--- src/rtl/d02_truth_scan_pkg.sv ---
// Shared types and constants for the truth-table scanner.
package d02_pkg;

  typedef enum logic [1:0] {
    IDLE   = 2'd0,
    SCAN   = 2'd1,
    FINISH = 2'd2
  } state_e;

  localparam int N_IN    = 4;
  localparam int TABLE_W = 16;

  // Golden table for the lab01 expression NOR(A,B) & NAND(C,D).
  localparam logic [15:0] LAB01_EXPECTED = 16'h0007;

endpackage

--- src/rtl/d02_truth_scan_if.sv ---
// Control and result bundle between a scan requester and the truth scanner.
interface d02_truth_scan_if;
  import d02_pkg::*;

  logic               start;
  logic               busy;
  logic               done;
  logic               pass;
  logic [TABLE_W-1:0] truth_table;
  logic [4:0]         err_cnt;
  logic [3:0]         first_err;

  modport master (
    output start,
    input  busy, done, pass, truth_table, err_cnt, first_err
  );

  modport slave (
    input  start,
    output busy, done, pass, truth_table, err_cnt, first_err
  );

endinterface

--- src/rtl/d02_hold_timer.sv ---
// Counts 0..HOLD-1 while enabled; last marks the final cycle of a hold window.
module d02_hold_timer #(
  parameter int HOLD = 2
) (
  input  logic clk,
  input  logic rst,
  input  logic clr,
  input  logic en,
  output logic last
);

  localparam int CW = (HOLD > 1) ? $clog2(HOLD) : 1;
  localparam logic [CW-1:0] MAX_CNT = CW'(HOLD - 1);

  logic [CW-1:0] cnt;

  always_ff @(posedge clk) begin
    if (rst || clr) begin
      cnt <= '0;
    end else if (en) begin
      cnt <= last ? '0 : cnt + CW'(1);
    end
  end

  assign last = (cnt == MAX_CNT);

endmodule

--- src/rtl/d02_truth_scan.sv ---
// Sweeps all 16 input combinations through a 4-input block and checks its
// captured truth table against EXPECTED.
module d02_truth_scan
  import d02_pkg::*;
#(
  parameter int               HOLD     = 2,
  parameter logic [TABLE_W-1:0] EXPECTED = LAB01_EXPECTED
) (
  input  logic clk,
  input  logic rst,
  input  logic Y,
  output logic A,
  output logic B,
  output logic C,
  output logic D,
  d02_truth_scan_if.slave bus
);

  localparam logic [1:0] S_IDLE   = IDLE;
  localparam logic [1:0] S_SCAN   = SCAN;
  localparam logic [1:0] S_FINISH = FINISH;
  localparam logic [N_IN-1:0] LAST_IDX = N_IN'(TABLE_W - 1);

  logic [1:0]      state;
  logic [N_IN-1:0] idx;
  logic [N_IN-1:0] stim;
  logic            hold_last;
  logic            mismatch;
  logic [4:0]      err_next;

  d02_hold_timer #(.HOLD(HOLD)) u_timer (
    .clk  (clk),
    .rst  (rst),
    .clr  (state != S_SCAN),
    .en   (state == S_SCAN),
    .last (hold_last)
  );

  assign mismatch = Y ^ EXPECTED[idx];
  assign err_next = bus.err_cnt + {4'd0, mismatch};
  assign {A, B, C, D} = stim;

  always_ff @(posedge clk) begin
    if (rst) begin
      state           <= S_IDLE;
      idx             <= '0;
      stim            <= '0;
      bus.busy        <= 1'b0;
      bus.done        <= 1'b0;
      bus.pass        <= 1'b0;
      bus.truth_table <= '0;
      bus.err_cnt     <= '0;
      bus.first_err   <= '0;
    end else begin
      bus.done <= 1'b0;
      case (state)
        S_IDLE: begin
          if (bus.start) begin
            state           <= S_SCAN;
            idx             <= '0;
            stim            <= '0;
            bus.busy        <= 1'b1;
            bus.pass        <= 1'b0;
            bus.truth_table <= '0;
            bus.err_cnt     <= '0;
            bus.first_err   <= '0;
          end
        end
        S_SCAN: begin
          if (hold_last) begin
            bus.truth_table[idx] <= Y;
            bus.err_cnt          <= err_next;
            if (mismatch && bus.err_cnt == 5'd0) begin
              bus.first_err <= idx;
            end
            // The next vector is registered here so it appears exactly
            // when its hold window starts.
            if (idx == LAST_IDX) begin
              state    <= S_FINISH;
              stim     <= '0;
              bus.busy <= 1'b0;
              bus.done <= 1'b1;
              bus.pass <= (err_next == 5'd0);
            end else begin
              idx  <= idx + N_IN'(1);
              stim <= idx + N_IN'(1);
            end
          end
        end
        S_FINISH: begin
          state <= S_IDLE;
        end
        default: begin
          state <= S_IDLE;
        end
      endcase
    end
  end

endmodule

--- src/flat_wrapper.sv ---
// flat-port wrapper written by rule: the top's interface ports become plain ports
module d02_truth_scan_flat import d02_pkg::*;
#(
  parameter int               HOLD     = 2,
  parameter logic [TABLE_W-1:0] EXPECTED = LAB01_EXPECTED
)
  (clk, rst, Y, A, B, C, D, bus_start, bus_busy, bus_done, bus_pass, bus_truth_table, bus_err_cnt, bus_first_err);
  d02_truth_scan_if bus_i ();
  input  logic clk;
  input  logic rst;
  input  logic Y;
  output logic A;
  output logic B;
  output logic C;
  output logic D;
  input wire logic [$bits(bus_i.start)-1:0] bus_start;
  output wire logic [$bits(bus_i.busy)-1:0] bus_busy;
  output wire logic [$bits(bus_i.done)-1:0] bus_done;
  output wire logic [$bits(bus_i.pass)-1:0] bus_pass;
  output wire logic [$bits(bus_i.truth_table)-1:0] bus_truth_table;
  output wire logic [$bits(bus_i.err_cnt)-1:0] bus_err_cnt;
  output wire logic [$bits(bus_i.first_err)-1:0] bus_first_err;
  assign bus_i.start = bus_start;
  assign bus_busy = bus_i.busy;
  assign bus_done = bus_i.done;
  assign bus_pass = bus_i.pass;
  assign bus_truth_table = bus_i.truth_table;
  assign bus_err_cnt = bus_i.err_cnt;
  assign bus_first_err = bus_i.first_err;
  d02_truth_scan #(.HOLD(HOLD), .EXPECTED(EXPECTED)) u_core (.clk(clk), .rst(rst), .Y(Y), .A(A), .B(B), .C(C), .D(D), .bus(bus_i));
endmodule
--- config.mk ---
export PLATFORM = sky130hd
export DESIGN_NAME = d02_truth_scan_flat
export DESIGN_NICKNAME = d
export VERILOG_FILES = /design/src/rtl/d02_truth_scan_pkg.sv /design/src/rtl/d02_truth_scan_if.sv /design/src/rtl/d02_hold_timer.sv /design/src/rtl/d02_truth_scan.sv /design/src/flat_wrapper.sv
export SDC_FILE = /design/constraint.sdc
export NUM_CORES = 1
export LEC_CHECK = 0
export CORE_MARGIN = 2
export CORE_UTILIZATION = 40
export CTS_CLUSTER_DIAMETER = 100
export CTS_CLUSTER_SIZE = 14
export DETAILED_ROUTE_END_ITERATION = 8
export PLACE_DENSITY = 0.66
export SYNTH_ARGS = -nofsm -noshare
export SYNTH_HDL_FRONTEND = slang
export SYNTH_HIERARCHICAL = 1
export SYNTH_SLANG_ARGS = --single-unit
--- constraint.sdc ---
create_clock -name clk -period 4.48 [get_ports clk]
set_input_delay 0.896 -clock clk [delete_from_list [all_inputs] [get_ports clk]]
set_output_delay 0.896 -clock clk [all_outputs]
set_load 0.02 [all_outputs]
### After elaboration in Yosys (flattened, before gate mapping)

Memory sizes are Yosys's and may differ from the RTL's. A register that Yosys moved wholly into a read port is not among the register bits.
Cells that the tools add are included.

| cells by class | value |
|---|---|
| eq/ne operators | 8 |
| reductions and logical operators | 13 |
| add/subtract/negate cells | 3 |
| multiplexer cells | 36 |
| magnitude comparators | 2 |
| bitwise operators | 3 |

Operators by type and width:

| cell | count |
|---|---|
| 4-bit two-way mux | 9 |
| 16-bit two-way mux | 2 |
| 16-bit case mux with 2 select lines | 1 |
| 4-bit case mux with 2 select lines | 3 |
| 16-bit bitwise mux | 1 |
| 4-bit AND reduction | 3 |
| 5-bit logical NOT | 2 |
| 1-bit two-way mux | 10 |
| 5-bit two-way mux | 2 |
| 5-bit case mux with 2 select lines | 1 |
| 2-bit by 1-bit != test with 1-bit output, second input constant | 4 |
| 2-bit two-way mux | 3 |
| 3-bit AND reduction | 2 |
| 5-bit by 1-bit adder with 5-bit output | 1 |
| 4-bit by 5-bit < comparator with 1-bit output, second input constant | 1 |
| 4-bit by 1-bit adder with 4-bit output, second input constant | 1 |
| 1-bit demux with 4-bit select | 1 |
| 4-bit equality test, second input constant | 1 |
| 4-bit by 1-bit >= comparator with 1-bit output, second input constant | 1 |
| 2-bit != test, second input constant | 2 |
| 1-bit case mux with 2 select lines | 2 |
| 2-bit case mux with 2 select lines | 1 |
| 3-bit OR reduction | 1 |
| 2-bit by 1-bit equality test with 1-bit output, second input constant | 1 |
| other kinds (7) | 9 |

| word-level totals | value |
|---|---|
| memories kept | 1 |
| word-level logic and storage cells | 76 |
| bits in registers | 39 |
| memory bits (read-only) | 16 |
| output and inout port bits | 32 |

Memory list:

| memory | words | width | read ports | clocked after Yosys merged registers in | write ports | RTL line | source |
|---|---|---|---|---|---|---|---|
| (name not given) | 16 | 1 | 1 | 1 | 0 | d02_truth_scan.sv:39 | `assign mismatch = Y ^ EXPECTED[idx];` |

### Longest topological paths before layout

Gate-level depths: netlist (run 1).

| logic depth | value |
|---|---|
| depth after elaboration | 8 |
| depth in mapped cells | 9 |
| mapped depth without buffers | 8 |

### Hierarchy

Netlist (run 1), hierarchy kept.

Modules (own cells, without submodules):

| module | times used | area each (µm²) | seq. area each (µm²) | cells an instance |
|---|---|---|---|---|
| d02_truth_scan | 1 | 1934.4 | 780.7 | 219 |
| d02_hold_timer | 1 | 38.8 | 20.0 | 3 |

### Worst setup path before layout (run 1)

Ideal clock, no wire load.

| path | value |
|---|---|
| kind | input -> register |
| start | input Y |
| end | register u_core.bus.pass |
| setup time | 0.072 ns |
| path slack | 2.093 ns |
| arrival time | 2.315 ns |
| cell stages on the path | 9 |
| buffers on the path | 1 |
| cell sequence | buf_2 > xnor2_1 > inv_1 > ha_1 > ha_1 > xor2_1 > nor4_1 > nand4_1 > mux2i_1 |

| between the ends | value |
|---|---|
| longest elaborated chain between the ends | 6 |

Ends and longest elaborated chain:

| element | RTL line | source |
|---|---|---|
| start: declaration | flat_wrapper.sv:11 | `input logic Y;` |
| 1-bit bitwise XOR | d02_truth_scan.sv:39 |  |
| 5-bit by 1-bit adder with 5-bit output | d02_truth_scan.sv:40 | `assign err_next = bus.err_cnt + {4'd0, mismatch};` |
| 5-bit logical NOT | d02_truth_scan.sv:83 | `bus.pass <= (err_next == 5'd0);` |
| 1-bit two-way mux | d02_truth_scan.sv:78 | `if (idx == LAST_IDX) begin` |
| 1-bit two-way mux | d02_truth_scan.sv:70 | `if (hold_last) begin` |
| 1-bit case mux with 2 select lines | d02_truth_scan.sv:56 | `case (state)` |
| end signal: assignment | d02_truth_scan.sv:83 |  |
| end: declaration | d02_truth_scan_if.sv:20 | `output busy, done, pass, truth_table, err_cnt, first_err` |

No other way between the ends. The select of a mux whose other input is x is not followed.
A chain may end at the register's enable or synchronous reset.

### Final worst setup path (run 1)

Ends and elaborated chain as after synthesis.

==> metrics, run 1 <==
Worst path max stage delay=0.75 ns; clk root buf=clkbuf_8; remaining antenna violation count=0; YS warnings=6; Crit Path Max Fanout=17; initial core utilization=41.5%; Leak=0.835 nW; Slew @ Worst Pin=0.842 ns; Area contributors post-synth=dfxtp_1 41%, a21oi_1 6.6%, a21boi_0 5.7%; CP Launch Type=input port; FF/Latch Area=801 µm²; final worst-path cycle share=67.6%; final WL=4550 µm; Reg2Reg Depth=4; WS Path Type=in2reg; share of layout cells above drive strength 1=8.50%; number of synthesized register bits=40; Post-route DRC=0; max-cap violations=0; most frequent cells in the layout=40 x dfxtp_1, 35 x clkdlybuf4s50_1, 26 x a21oi_1; drt wl/cell=14.5 µm; Clock Tree Buf Depth=2; post-CTS setup buffer count=0; Critical Path AT=3.26 ns; commonest non-fill, non-tap cell in the layout=dfxtp_1; CTS buffer count=5; CP cell instances=clkdlybuf4s50_1, xnor2_1, inv_1, ha_1, ha_1, xor2_1, nor4_1, nand4_1, mux2i_1; minimum clock period=3.03 ns; Hold Startpoint=u_core/stim[2]; fmax=330 MHz; post-synthesis sequential area ratio=40.6%; io pins=36; CTS HTree Levels=2; CTS tree=built; GRT Resource Usage Total=18.0%; Area Growth Syn to Fin=23.1%; largest area contributor in the netlist=dfxtp_1; RR Startpoint=u_core/state[0]; Post-DP HPWL=3040 µm; CP Capture Type=register; Slew headroom=43.8%; DR iter-0 viols=150; post-CTS resize count=0; ANT cells=0; die width=74.2 µm; Fin. Hold Viols=0; Placer Congestion=0.817; hold_buf cts=0; largest net degree at the start of global routing=27; Max Clock Skew=0.00364 ns; Crit-path slowest cell=clkdlybuf4s50_1; peak supply drop=0.141 mV; Max Slew Vio Count=0; # rows=25; WHS Endpoint=u_core/stim[2]; pwr/cell area=305 nW/µm²; core area=4750 µm²; Post-Route Setup TNS=0 ns; Worst Slack Setup Final=1.45 ns; outcome=completed; Reg2Reg Setup Slack=2.08 ns; fill count=469; initial antenna violation count=0; hold path depth=2; Yosys cell types=49; first-pass iteration count of the detailed router=4; cell mode on critical path=ha_1; die area=5510 µm²; FF-to-FF End=u_core/bus.truth_table[6]; Setup violations, final=0; area occupied by multi-input gates=1030 µm²; EDFF count, synth=0; pre-CTS setup slack=1.16 ns; clock slew at reported path FFs=0.08 ns; first-pass GRT wire length=7650 µm; async set-or-reset flop fraction in the synthesized netlist=0%; Syn Nets=232; ys flop type=dfxtp_1; Mapped Cells=222; Avg Cell Area, Syn=8.89 µm²; Synth Cell Area=1970 µm²; Post-layout nets=256; DR vias/cell=5.35; vias=1,681; vias in the first global route=1,546; CP Data Required Time=4.71 ns; # clock sinks=40; Min-Delay Path Class=reg2reg; global route overflow=0; worst skew pair latency=0.29 ns; post-synth top area share=40.6%; IO Port Bufs=35; die height=74.2 µm; RSZ-0062 raised after global routing=false
routing by layer:
metal	vias to the layer above	GRT usage [%]	share of wire (%)
li1	858	-	-
met1	761	26.1	47
met2	58	26.4	45
met3	4	4.47	6.4
met4	0	5.95	0.70
met5	-	0	0
through the flow:
step                      hold WS, ns  power [mW]  area, µm²  utilization [%]  cells
final                           0.462       0.740       2430             51.1    314
after global routing            0.489       0.768       2430             51.1    314
after CTS                       0.467       0.745       2430             51.1    314
after detailed placement        0.447       0.422       2300             48.4    306
after global placement          0.449       0.422       2300             48.4    306
after floorplan                 0.505       0.411       1970                -    222
power by group:
part	leakage [nW]	switching, mW	internal (mW)	total, mW
Clock	0.0645	0.129	0.197	0.326
Sequential	0.323	0.00674	0.358	0.364
Combinational	0.447	0.0308	0.0190	0.0498
Total	0.835	0.167	0.573	0.740
cells by family after synthesis:
| group | after synthesis | share of synthesized area (%) |
|---|---|---|
| AO/OA/AOI/OAI | 76 | 24.9 |
| XOR/XNOR | 6 | 2.66 |
| flip-flops | 40 | 40.6 |
| adder cells (fa/ha/maj) | 6 | 3.80 |
| buffers and inverters | 26 | 7.04 |
| AND/OR/NAND/NOR | 66 | 20.0 |
| multiplexers | 2 | 1.01 |
worst max path at each step:
| stage | from | end | slack (ns) | cells after the start |
|---|---|---|---|---|
| global placement | Y | u_core/bus.pass | 1.24 | 9 |
| global route | Y | u_core/bus.pass | 1.27 | 9 |
| finish | Y | u_core/bus.pass | 1.45 | 9 |
| CTS | Y | u_core/bus.pass | 1.48 | 9 |
| detailed placement | Y | u_core/bus.pass | 1.16 | 9 |
| floorplan | Y | u_core/bus.pass | 2.09 | 9 |
critical path, delay by kind of cell:
family | cells | cell delay (ns)
buf+inv | 2 | 0.83
simple gates | 2 | 0.33
mux | 1 | 0.13
fa+ha+maj | 2 | 0.44
xor+xnor | 2 | 0.62
registers in the layout, summed over array words and instances, names as in the netlist, named ones only:
name,count
u_core/bus.done,1
u_core/bus.busy,1
u_core/bus.truth_table,16
u_core/state,2
u_core/bus.first_err,4
u_core/idx,4
u_core/bus.err_cnt,5
u_core/bus.pass,1
u_core/stim,4
u_core/u_timer/last,1
synth_stat cells, drive strengths merged, types with 2 or more instances:
cell type and instances:
or2 2, nand2 7, a21boi 15, nand3b 2
or3 4, nor3 4, clkbuf 8, mux2i 2
a22oi 3, buf 10, a21oi 26, inv 7
nor2b 3, xor2 4, dfxtp 40, xnor2 2
a22o 4, o21ai 19, and2 3, nand3 6
nand4 17, ha 6, nor2 11
cell type report:
cell class	instances	share of cell area [%]
clock inverter	1	1.24
clock buffer	7	3.97
timing repair buffer	36	14.7
inverter	7	1.08
sequential	40	33.0
multi-input combinational	156	42.6
tap	67	3.45
No activity file was read; power rests on OpenSTA's default activity.
==> run 2: changes to the inputs <==
PLACE_DENSITY = 0.68   (was 0.66)
clock period = 2.55 ns   (was 4.48 ns; I/O delays follow)
==> run 2 against run 1 <==
Register-to-register slack got worse by 1.5 ns. Largest power group unchanged. Clock skew rose by 0.0029 ns. Largest cell class unchanged. Clock-buffer cell count fell by 1. Routed wire length rose by 5.1%. Cell count rose by 2.5%. Die area did not move. Core utilization rose by 0.82 points. Worst hold slack improved by 0.0050 ns. Via count rose by 3.1%. Flip-flop and latch count did not move.
==> metrics, run 2 (synthesized netlist as in run 1, its figures left out) <==
Area Growth Syn to Fin=25.0%; Post-layout nets=264; Largest regs=u_core/bus.truth_table x16, u_core/bus.err_cnt x5; Largest Register=u_core/bus.truth_table; routed length on met2=2200 µm; RR Startpoint=u_core/idx[1]; initial antenna violation count=0; post-layout util=51.9%; Max Clock Skew=0.00651 ns; worst skew pair latency=0.30 ns; commonest non-fill, non-tap cell in the layout=dfxtp_1; CP Data Required Time=2.78 ns; remaining antenna violation count=0; Post-DP HPWL=3130 µm; fmax=462 MHz; CTS HTree Levels=2; Post-Route Setup TNS=0 ns; post-CTS setup buffer count=0; Crit Path Max Fanout=4; Hold Startpoint=u_core/stim[2]; met3 wire len=301 µm; pwr/cell area=480 nW/µm²; CP Capture Type=register; core area=4750 µm²; pre-CTS setup slack=0.138 ns; drt wl/cell=14.9 µm; CP Launch Type=input port; fin cells=322; Post-route DRC=0; die height=74.2 µm; final worst-path cycle share=84.9%; Fin. Hold Viols=0; Critical Path AT=2.39 ns; Clk pwr share=37.3%; vias=1,733; clk root buf=clkbuf_8; Leak=0.866 nW; Placer Congestion=0.808; max-cap violations=0; # rows=25; WS Path Type=in2reg; outcome=completed; IO Port Bufs=35; P_sw=0.296 mW; placed insts=314; wire length on met1=2210 µm; ANT cells=0; first-pass GRT wire length=7820 µm; Int Pwr=0.889 mW; minimum clock period=2.16 ns; DR vias/cell=5.38; final hold slack=0.467 ns; RSZ-0062 raised after global routing=false; Slew @ Worst Pin=0.512 ns; die area=5510 µm²; Area after DPL=2370 µm²; initial core utilization=41.5%; Min-Delay Path Class=reg2reg; most frequent cells in the layout=40 x dfxtp_1, 35 x clkdlybuf4s50_1, 26 x a21oi_1; GRT Resource Usage Total=18.6%; die width=74.2 µm; Final Cell Area=2470 µm²; peak supply drop=0.278 mV; Slew headroom=65.8%; CTS buffer count=5; global route overflow=0; largest net degree at the start of global routing=34; Comb pwr share=9.1%; share of layout cells above drive strength 1=11.4%; hold_buf cts=0; # clock sinks=40; clock slew at reported path FFs=0.08 ns; top sig layer=met4; Max Slew Vio Count=0; Setup violations, final=0; io pins=36; post-CTS resize count=0; Reg power frac=53.6%; fill count=473; CP startpoint=Y; final WL=4790 µm; first-pass iteration count of the detailed router=4; DR iter-0 viols=133; CTS tree=built; Clock Tree Buf Depth=2; vias in the first global route=1,594; max reg flops=16; Worst Slack Setup Final=0.385 ns; Pwr Total=1.18 mW; Switching Share=24.9%
[run 2: critical path, stage by stage]
cell and delay [ns]:
clkdlybuf4s50_1 0.45, xnor2_1 0.29, inv_1 0.08, ha_1 0.21, ha_1 0.24, xor2_1 0.18, nor4_1 0.18, nand4_1 0.12
mux2i_1 0.13
[run 2: path summary, 6_finish.rpt]
check | to | slack, ns | cells past startpoint
worst max-delay path | u_core/bus.pass | 0.39 | 9
worst min-delay path | u_core/stim[2] | 0.47 | 2
worst max register to register | register | 0.56 | 4
worst min register to register | u_core/stim[2] | 0.47 | 2
[run 2: area by class of cell]
cell class	instances	area [µm²]	area share, %
clock buffer	6	82.6	3.35
inverter	7	26.3	1.06
tap	67	83.8	3.40
timing repair buffer	44	430	17.4
clock inverter	2	10.0	0.406
multi-input combinational	156	1030	41.9
sequential	40	801	32.5
[run 2: power by group through the flow]
stage	Clock (mW)	Combinational (mW)	Sequential [mW]
2_1_floorplan	0	0.0741	0.648
6_report	0.442	0.108	0.635
4_1_cts	0.454	0.108	0.635
5_1_grt	0.480	0.119	0.636
3_5_place_dp	0	0.107	0.650
3_3_place_gp	0	0.106	0.650
[run 2: routing by layer]
| metal | GRT usage [%] | vias to the layer above |
|---|---|---|
| li1 | - | 868 |
| met3 | 4.34 | 7 |
| met1 | 25.8 | 808 |
| met4 | 6.55 | 0 |
| met5 | 0 | - |
| met2 | 28.7 | 50 |
